File: config.mk
export PLATFORM = sky130hd
export DESIGN_NAME = capture_sequencer
export DESIGN_NICKNAME = d
export VERILOG_FILES = /design/src/rtl/capture_sequencer.sv
export SDC_FILE = /design/constraint.sdc
export NUM_CORES = 1
export LEC_CHECK = 0
export BUFFER_PORTS_ARGS = -buffer_cell sky130_fd_sc_hd__buf_2
export CORE_ASPECT_RATIO = 0.6
export CORE_UTILIZATION = 35
export CTS_CLUSTER_DIAMETER = 40
export DETAILED_ROUTE_END_ITERATION = 16
export PLACE_DENSITY = 0.59
export SYNTH_ARGS = -nofsm -noshare
export SYNTH_HDL_FRONTEND = slang
export SYNTH_SLANG_ARGS = --single-unit
File: constraint.sdc
create_clock -name clk -period 2.05 [get_ports clk]
set_input_delay 0.1025 -clock clk [delete_from_list [all_inputs] [get_ports clk]]
set_output_delay 0.1025 -clock clk [all_outputs]
set_load 0.005 [all_outputs]
File: src/rtl/capture_sequencer.sv
// Pre/post-trigger capture into a circular sample RAM, followed by an ordered readout of the window.
// Define CAPTURE_TIMEOUT_EN to force the trigger after TIMEOUT_CYC cycles spent armed.
module capture_sequencer #(
    parameter int ADDR_W      = 10,
    parameter int PRE_DEPTH   = 256,
    parameter int TIMEOUT_CYC = 1000000
) (
    input  logic              clk,
    input  logic              rst,
    input  logic              start,
    input  logic              abort,
    input  logic              trig,
    output logic              wr_en,
    output logic [ADDR_W-1:0] wr_addr,
    output logic              rd_en,
    output logic [ADDR_W-1:0] rd_addr,
    input  logic              out_ready,
    output logic              out_valid,
    output logic              out_last,
    output logic              busy,
    output logic              done,
    output logic [ADDR_W-1:0] trig_pos,
    output logic              timed_out,
    output logic [2:0]        state
);

    // state | meaning
    // IDLE  | waiting for start, write address held at 0
    // PRE   | filling the pre-trigger history, trig ignored
    // ARMED | circular writes until trig (or forced trigger)
    // POST  | remaining writes after the trigger sample
    // READ  | issuing DEPTH reads, oldest sample first
    // DONE  | one-cycle completion pulse

    localparam int DEPTH = 1 << ADDR_W;
    localparam int CNT_W = ADDR_W + 1;

    localparam logic [CNT_W-1:0]  PRE_LD  = CNT_W'(PRE_DEPTH - 1);
    localparam logic [CNT_W-1:0]  POST_LD = CNT_W'(DEPTH - PRE_DEPTH - 2);
    localparam logic [CNT_W-1:0]  READ_LD = CNT_W'(DEPTH);
    localparam logic [CNT_W-1:0]  CNT_ONE = CNT_W'(1);
    localparam logic [ADDR_W-1:0] PRE_OFS = ADDR_W'(PRE_DEPTH);
    localparam logic [ADDR_W-1:0] ADR_ONE = ADDR_W'(1);

    if (PRE_DEPTH < 1 || PRE_DEPTH > DEPTH - 2 || TIMEOUT_CYC < 1) begin : g_param_check
        $error("capture_sequencer: illegal PRE_DEPTH or TIMEOUT_CYC");
    end

    typedef enum logic [2:0] {
        S_IDLE  = 3'd0,
        S_PRE   = 3'd1,
        S_ARMED = 3'd2,
        S_POST  = 3'd3,
        S_READ  = 3'd4,
        S_DONE  = 3'd5
    } state_t;

    state_t           st;
    state_t           st_nx;
    logic [CNT_W-1:0] cnt;
    logic             forced;
    logic             trig_take;

    assign state     = st;
    assign trig_take = (st == S_ARMED) && !abort && (trig || forced);

    always_ff @(posedge clk) begin
        if (!rst) st <= S_IDLE;
        else      st <= st_nx;
    end

    always_comb begin
        st_nx = st;
        wr_en = 1'b0;
        rd_en = 1'b0;
        busy  = (st != S_IDLE);
        done  = 1'b0;
        case (st)
            S_IDLE: begin
                if (start) st_nx = S_PRE;
            end
            S_PRE: begin
                wr_en = 1'b1;
                if (abort)           st_nx = S_IDLE;
                else if (cnt == '0)  st_nx = S_ARMED;
            end
            S_ARMED: begin
                wr_en = 1'b1;
                if (abort)                st_nx = S_IDLE;
                else if (trig || forced)  st_nx = S_POST;
            end
            S_POST: begin
                wr_en = 1'b1;
                if (abort)           st_nx = S_IDLE;
                else if (cnt == '0)  st_nx = S_READ;
            end
            S_READ: begin
                // cnt holds reads still to issue; it reaches 0 on the cycle the last beat is valid
                rd_en = out_ready && (cnt != '0);
                if (abort)           st_nx = S_IDLE;
                else if (cnt == '0)  st_nx = S_DONE;
            end
            S_DONE: begin
                done  = 1'b1;
                st_nx = S_IDLE;
            end
            default: st_nx = S_IDLE;
        endcase
    end

    always_ff @(posedge clk) begin
        if (!rst) begin
            cnt       <= '0;
            wr_addr   <= '0;
            rd_addr   <= '0;
            trig_pos  <= '0;
            out_valid <= 1'b0;
            out_last  <= 1'b0;
        end else begin
            if (st == S_IDLE && st_nx == S_PRE)                   cnt <= PRE_LD;
            else if (st == S_ARMED && st_nx == S_POST)            cnt <= POST_LD;
            else if (st == S_POST && st_nx == S_READ)             cnt <= READ_LD;
            else if (st_nx == S_IDLE)                             cnt <= '0;
            else if ((st == S_PRE || st == S_POST) && cnt != '0)  cnt <= cnt - CNT_ONE;
            else if (rd_en)                                       cnt <= cnt - CNT_ONE;

            if (st == S_IDLE || st_nx == S_IDLE) wr_addr <= '0;
            else if (wr_en)                      wr_addr <= wr_addr + ADR_ONE;

            // oldest sample of the window sits PRE_DEPTH slots behind the trigger
            if (st == S_POST && st_nx == S_READ) rd_addr <= trig_pos - PRE_OFS;
            else if (rd_en)                      rd_addr <= rd_addr + ADR_ONE;

            if (trig_take) trig_pos <= wr_addr;

            out_valid <= rd_en && !abort;
            out_last  <= rd_en && !abort && (cnt == CNT_ONE);
        end
    end

`ifdef CAPTURE_TIMEOUT_EN
    localparam int TO_W = $clog2(TIMEOUT_CYC + 1);
    localparam logic [TO_W-1:0] TO_LD  = TO_W'(TIMEOUT_CYC);
    localparam logic [TO_W-1:0] TO_ONE = TO_W'(1);

    logic [TO_W-1:0] to_cnt;

    assign forced = (st == S_ARMED) && (to_cnt == '0);

    always_ff @(posedge clk) begin
        if (!rst) begin
            to_cnt    <= '0;
            timed_out <= 1'b0;
        end else begin
            if (st == S_PRE && st_nx == S_ARMED)   to_cnt <= TO_LD;
            else if (st == S_ARMED && to_cnt != '0) to_cnt <= to_cnt - TO_ONE;
            else if (st != S_ARMED)                to_cnt <= '0;

            if (st == S_IDLE && start)   timed_out <= 1'b0;
            else if (trig_take && !trig) timed_out <= 1'b1;
        end
    end
`else
    assign forced    = 1'b0;
    assign timed_out = 1'b0;
`endif

endmodule

==> flow_metrics.env, run 1 <==
export IMPL_finalWeightedCongestion=0.838
export IMPL_vias_per_cell=5.02
export IMPL_ioPinCount=46
export IMPL_dp_cells=408
export IMPL_maxCapViolCount=0
export IMPL_critPathMaxFanout=12
export IMPL_max_freq_mhz=493
export IMPL_drt_total_wl_microns=6060
export IMPL_cp_startpoint="cnt[1]$_SDFFE_PN0P_"
export IMPL_numPortBuffers=44
export IMPL_yosys_area_share_adder_pct=2.71
export IMPL_tritoncts="built"
export IMPL_drc=0
export IMPL_r2r_start="cnt[4]$_SDFFE_PN0P_"
export IMPL_dpl_hpwl_microns=4580
export IMPL_multiInputGateArea_sq_um=1310
export IMPL_chipHeight_microns=64.9
export IMPL_synth_common_cells="46 x dfxtp_1, 32 x nand2_1, 19 x a21oi_1, 18 x nor2_1, 14 x o21ai_0"
export IMPL_root_buffer="clkbuf_8"
export IMPL_area_growth_pct=25.0
export IMPL_synth_seq_area_share_pct=39.9
export IMPL_grt_total_usage_pct=18.3
export IMPL_synth_xor_area_share_pct=8.36
export IMPL_min_period_ns=2.03
export IMPL_drt_pass1_iter_count=4
export IMPL_power_total_mw=1.84
export IMPL_ff2ff_setup_slack_ns=0.04
export IMPL_drv_slew=0
export IMPL_async_flop_share_pct=0
export IMPL_grt_setup_unrepaired="true"
export IMPL_timing_rr_end="cnt[10]$_SDFFE_PP0P_"
export IMPL_core_area_sq_um=6220
export IMPL_slowest_delay_ns=0.51
export IMPL_clk_path_buf_depth=2
export IMPL_synthSimpleGateAreaFrac_pct=26.2
export IMPL_ys_top_cells_by_area="dfxtp_1 40%, nand2_1 5.2%, xor2_1 4.9%, a21oi_1 4.1%, xnor2_1 3.4%"
export IMPL_synth_most_common_cell="dfxtp_1"
export IMPL_routed_top_layer="met4"
export IMPL_criticalPathCategory="reg -> out"
export IMPL_synth_edf_count=0
export IMPL_syn_mean_instance_area_sq_um=8.57
export IMPL_finalInstanceArea_sq_um=2880
export IMPL_run_status="completed"
export IMPL_post_route_period_util_pct=98.9
export IMPL_grt_pass1_wl_microns=9800
export IMPL_arrival_ns=1.93
export IMPL_yosys_warnings=0
export IMPL_wl_met3_microns=423
export IMPL_diodes=0
export IMPL_rows=22
export IMPL_antenna_found_initial=0
export IMPL_grt_overflow=0
export IMPL_power_density_nw_per_um2=638
export IMPL_place_area_sq_um=2750
export IMPL_power_leakage_nw=1.18
export IMPL_path_buf_inv=2
export IMPL_end_kind="primary output"
export IMPL_yosysTopAreaCellShare_pct=39.9
export IMPL_synth_compound_area_share_pct=16.1
export IMPL_path_depth=5
export IMPL_finalSetupTns_ns=0
export IMPL_crit_end="rd_en"
export IMPL_fill_cells=629
export IMPL_setup_viol=0
export IMPL_clock_latency_ns=0.29
export IMPL_hold_class="in -> reg"
export IMPL_die_area_sq_um=6930
export IMPL_required_ns=1.95
export IMPL_skew_ns=0.00256
export IMPL_routedWlPerCell_microns=14.5
export IMPL_nNetsFinal=344
export IMPL_synth_main_ff_cell="dfxtp_1"
export IMPL_grt_max_degree=26
export IMPL_die_x_microns=107
export IMPL_cts_buffers=5
export IMPL_clock_sinks=46
export IMPL_start_util_pct=37.1
export IMPL_drt_iter0_drc=162
export IMPL_wl_met2_microns=2250
export IMPL_drive_above_1_share_pct=29.6
export IMPL_synth_mux_area_share_pct=2.60
export IMPL_reg2reg_depth=6
export IMPL_ir_worst_vdd_uv=358
export IMPL_critPathSlowestCell="or4b_4"
export IMPL_max_slew_margin_rel_pct=39.1
export IMPL_first_global_vias=1871
export IMPL_synth_top_family_by_area="simple AND/OR/NAND/NOR gates"
export IMPL_hold_viol=0
export IMPL_cts_max_level=2
export IMPL_wl_met1_microns=3380
export IMPL_vias=2099
export IMPL_ys_ff_latch=46
export IMPL_fin_util_pct=46.3
export IMPL_postCtsHoldBufs=0
export IMPL_yosys_area_top_type="dfxtp_1"
export IMPL_ant_nets=0
export IMPL_seqCellArea_sq_um=925
export IMPL_netlist_instances=269
export IMPL_synth_area_sq_um=2310
export IMPL_synth_nets=280
export IMPL_cp_top_family="simple AND/OR/NAND/NOR gates"
export IMPL_synth_cell_types=51
export IMPL_path_clk_slew_ns=0.09
export IMPL_final_cells=418
export IMPL_start_kind="register"
export IMPL_crit_chain="inv_2, ha_4, or4b_4, o31a_2, buf_2"
export IMPL_tightest_slew_ns=0.901
## per-layer routing
metal	GRT usage (%)	up-vias
li1	-	1071
met1	29.6	964
met2	23.3	62
met3	5.13	2
met4	2.05	0
met5	0	-
## per-stage QoR
stage	worst slack (ns)	hold slack [ns]
2_1_floorplan	0.0618	0.348
3_3_place_gp	-0.0236	0.469
3_5_place_dp	-0.0698	0.471
4_1_cts	-0.0289	0.226
5_1_grt	-0.0930	0.264
6_report	0.0217	0.242
## how the worst min path moves through the flow
stage                             start                  endpoint  slack (ns)  cells after the start
2_1_floorplan                     abort       state[0]$_SDFF_PN0_        0.35                      2
3_3_place_gp   trig_pos[9]$_SDFFE_PN0P_  trig_pos[9]$_SDFFE_PN0P_        0.47                      2
3_5_place_dp   trig_pos[9]$_SDFFE_PN0P_  trig_pos[9]$_SDFFE_PN0P_        0.47                      2
4_1_cts                           abort       state[0]$_SDFF_PN0_        0.23                      3
5_1_grt                             rst  trig_pos[6]$_SDFFE_PN0P_        0.26                      2
6_report                          abort       state[0]$_SDFF_PN0_        0.24                      3
## what timing repair did
| item | 4_1_cts | 5_1_grt |
|---|---|---|
| resized for setup | 6 | 3 |
| pin swaps | 4 | 4 |
| buffers inserted | 2 | 0 |
| endpoints found under the setup margin | 3 | 23 |
## report_power, final
part | internal (mW) | leakage [nW] | switching (mW) | total (mW)
Combinational | 0.165 | 0.767 | 0.184 | 0.349
Sequential | 0.915 | 0.373 | 0.0168 | 0.931
Clock | 0.240 | 0.0441 | 0.319 | 0.559
Total | 1.32 | 1.18 | 0.520 | 1.84
## cells in the final DEF (no fill, tap or decap), types with 2 or more instances in the layout
| cell type | instances |
|---|---|
| a21boi_0 | 9 |
| a21oi_1 | 19 |
| a31oi_1 | 2 |
| and2_1 | 3 |
| and3_1 | 5 |
| buf_2 | 44 |
| buf_4 | 25 |
| clkbuf_8 | 5 |
| dfxtp_1 | 43 |
| dfxtp_2 | 3 |
| ha_1 | 4 |
| inv_1 | 6 |
| inv_2 | 2 |
| mux2i_1 | 6 |
| nand2_1 | 32 |
| nand3_1 | 9 |
| nand4_1 | 9 |
| nor2_1 | 18 |
| nor2b_1 | 5 |
| nor3_1 | 6 |
| nor3b_1 | 2 |
| nor4_1 | 4 |
| nor4b_1 | 2 |
| o21ai_0 | 14 |
| or2_2 | 2 |
| or3_1 | 4 |
| xnor2_1 | 9 |
| xor2_1 | 13 |
## flip-flops by register name, indices dropped and copies added (netlist names)
signal     count
cnt           11
out_valid      1
trig_pos      10
state          3
out_last       1
rd_addr       10
wr_addr       10
## area by class of cell
type	instances	share of cell area (%)
multi-input cells	202	45.5
flip-flops and latches	46	32.1
repair buffers	70	14.5
well taps	84	3.65
clock buffers	5	2.39
inverters	8	1.04
clock inverters	3	0.738
## cells by family after synthesis
| logic type | Yosys count |
|---|---|
| adders and majority gates | 5 |
| AOI/OAI and AO/OA | 56 |
| other | 1 |
| muxes | 6 |
| and+or+nand+nor | 112 |
| buffers and inverters | 21 |
| DFF | 46 |
| xor gates and xnor gates | 22 |
## worst reg2reg max path, stage by stage (launching register included)
cell and delay [ns]:
dfxtp_1 0.33, or4_4 0.59, buf_4 0.17, or2_4 0.25, nor4_2 0.29, xnor2_1 0.11, a211oi_2 0.21
(Power assumes the default switching activity.)
==> run 2: changes to the inputs <==
Settings changed: CORE_UTILIZATION 35 to 40, PLACE_DENSITY 0.59 to 0.65.
==> run 2 against run 1 <==
Fmax fell by 0.56%. Via count rose by 4.8%. First-iteration DRC count rose by 1.2%. Core utilization rose by 9.8 points.
==> flow_metrics.env, run 2 (synthesized netlist as in run 1, its figures left out) <==
export IMPL_slowest_delay_ns=0.52
export IMPL_finalWeightedCongestion=0.895
export IMPL_largest_register_ffs=11
export IMPL_finalSetupTns_ns=0
export IMPL_grt_total_usage_pct=21.0
export IMPL_max_freq_mhz=490
export IMPL_hold_viol=0
export IMPL_die_x_microns=100
export IMPL_nNetsFinal=350
export IMPL_drv_slew=0
export IMPL_ioPinCount=46
export IMPL_min_period_ns=2.04
export IMPL_drive_above_1_share_pct=32.6
export IMPL_start_kind="register"
export IMPL_path_buf_inv=1
export IMPL_multiInputGateArea_sq_um=1360
export IMPL_grt_setup_unrepaired="true"
export IMPL_drc=0
export IMPL_clk_path_buf_depth=2
export IMPL_postCtsHoldBufs=0
export IMPL_dpl_hpwl_microns=4580
export IMPL_fin_util_pct=56.2
export IMPL_drt_pass1_iter_count=4
export IMPL_drt_total_wl_microns=6280
export IMPL_clock_latency_ns=0.31
export IMPL_finalInstanceArea_sq_um=2980
export IMPL_critPathSlowestCell="or4b_4"
export IMPL_run_status="completed"
export IMPL_path_clk_slew_ns=0.09
export IMPL_cts_buffers=5
export IMPL_core_area_sq_um=5310
export IMPL_root_buffer="clkbuf_8"
export IMPL_setup_viol=0
export IMPL_final_cells=417
export IMPL_reg2reg_depth=7
export IMPL_end_kind="register"
export IMPL_chipHeight_microns=60.8
export IMPL_ant_nets=0
export IMPL_crit_chain="inv_2, ha_4, or4b_4, nor3_4, nand4_1, o22a_1, a21oi_2"
export IMPL_area_growth_pct=29.2
export IMPL_hold_class="in -> reg"
export IMPL_path_depth=7
export IMPL_power_leakage_nw=1.24
export IMPL_numPortBuffers=44
export IMPL_clock_sinks=46
export IMPL_cp_top_family="simple AND/OR/NAND/NOR gates"
export IMPL_seqCellArea_sq_um=925
export IMPL_regMostFlops="cnt"
export IMPL_fill_cells=523
export IMPL_arrival_ns=2.28
export IMPL_power_density_nw_per_um2=637
export IMPL_grt_pass1_wl_microns=9490
export IMPL_first_global_vias=1827
export IMPL_ir_worst_vdd_uv=305
export IMPL_start_util_pct=43.5
export IMPL_tritoncts="built"
export IMPL_ff2ff_setup_slack_ns=0.01
export IMPL_hold_depth=3
export IMPL_vias_per_cell=5.27
export IMPL_maxCapViolCount=0
export IMPL_rows=20
export IMPL_diodes=0
export IMPL_setup_slack_ns=0.0102
export IMPL_pre_cts_ws_ns=0.0181
export IMPL_post_route_period_util_pct=99.5
export IMPL_hold_ws_ns=0.197
export IMPL_skew_ns=0.00771
export IMPL_antenna_found_initial=0
export IMPL_routedWlPerCell_microns=15.1
export IMPL_criticalPathCategory="reg -> reg"
export IMPL_grt_max_degree=20
export IMPL_drt_iter0_drc=164
export IMPL_critPathMaxFanout=5
export IMPL_power_total_mw=1.90
export IMPL_grt_overflow=0
export IMPL_place_area_sq_um=2790
export IMPL_dp_cells=406
export IMPL_required_ns=2.29
export IMPL_die_area_sq_um=6080
export IMPL_final_cell_mix="43 x dfxtp_1, 43 x buf_2, 31 x nand2_1"
export IMPL_cts_max_level=2
export IMPL_vias=2199
==> run 2: cell type report <==
type                            instances  area share (%)
Inverter                                8            1.01
Clock inverter                          2           0.420
Sequential cell                        46            31.0
Tap cell                               77            3.23
Timing Repair Buffer                   75            15.8
Multi-Input combinational cell        203            45.7
Clock buffer                            6            2.77
==> run 2: power breakdown <==
part	leakage, nW	internal, mW	switching, mW
clock network	0.0472	0.272	0.322
logic	0.817	0.176	0.197
registers	0.373	0.915	0.0178
total	1.24	1.36	0.537
==> run 2: layer usage <==
layer	vias to the layer above	global-route usage, %	part of all wire (%)
met5	-	0	0
met4	0	4.97	0.92
met3	7	5.07	9.7
met2	100	28.4	39
met1	1002	32.8	51
li1	1090	-	-
==> run 2: worst paths after layout <==
check	startpoint	endpoint
hold / removal	abort	state[0]$_SDFF_PN0_
hold reg to reg	trig_pos[9]$_SDFFE_PN0P_	trig_pos[9]$_SDFFE_PN0P_
setup / recovery	cnt[0]$_SDFFE_PN0P_	rd_addr[9]$_SDFFE_PN0P_
setup reg to reg	cnt[0]$_SDFFE_PN0P_	rd_addr[9]$_SDFFE_PN0P_
==> run 2: timing repair <==
item | CTS | global route
cloned | 0 | 1
pin swaps | 0 | 5
setup buffers | 0 | 2
resized for setup | 2 | 15
setup endpoints to repair | 3 | 18
==> run 2: worst register-to-register path, stage by stage (launching register included) <==
cell and delay, ns:
dfxtp_2 0.33, inv_2 0.07, ha_4 0.13, or4b_4 0.52, nor3_4 0.24, nand4_1 0.29
o22a_1 0.27, a21oi_2 0.13
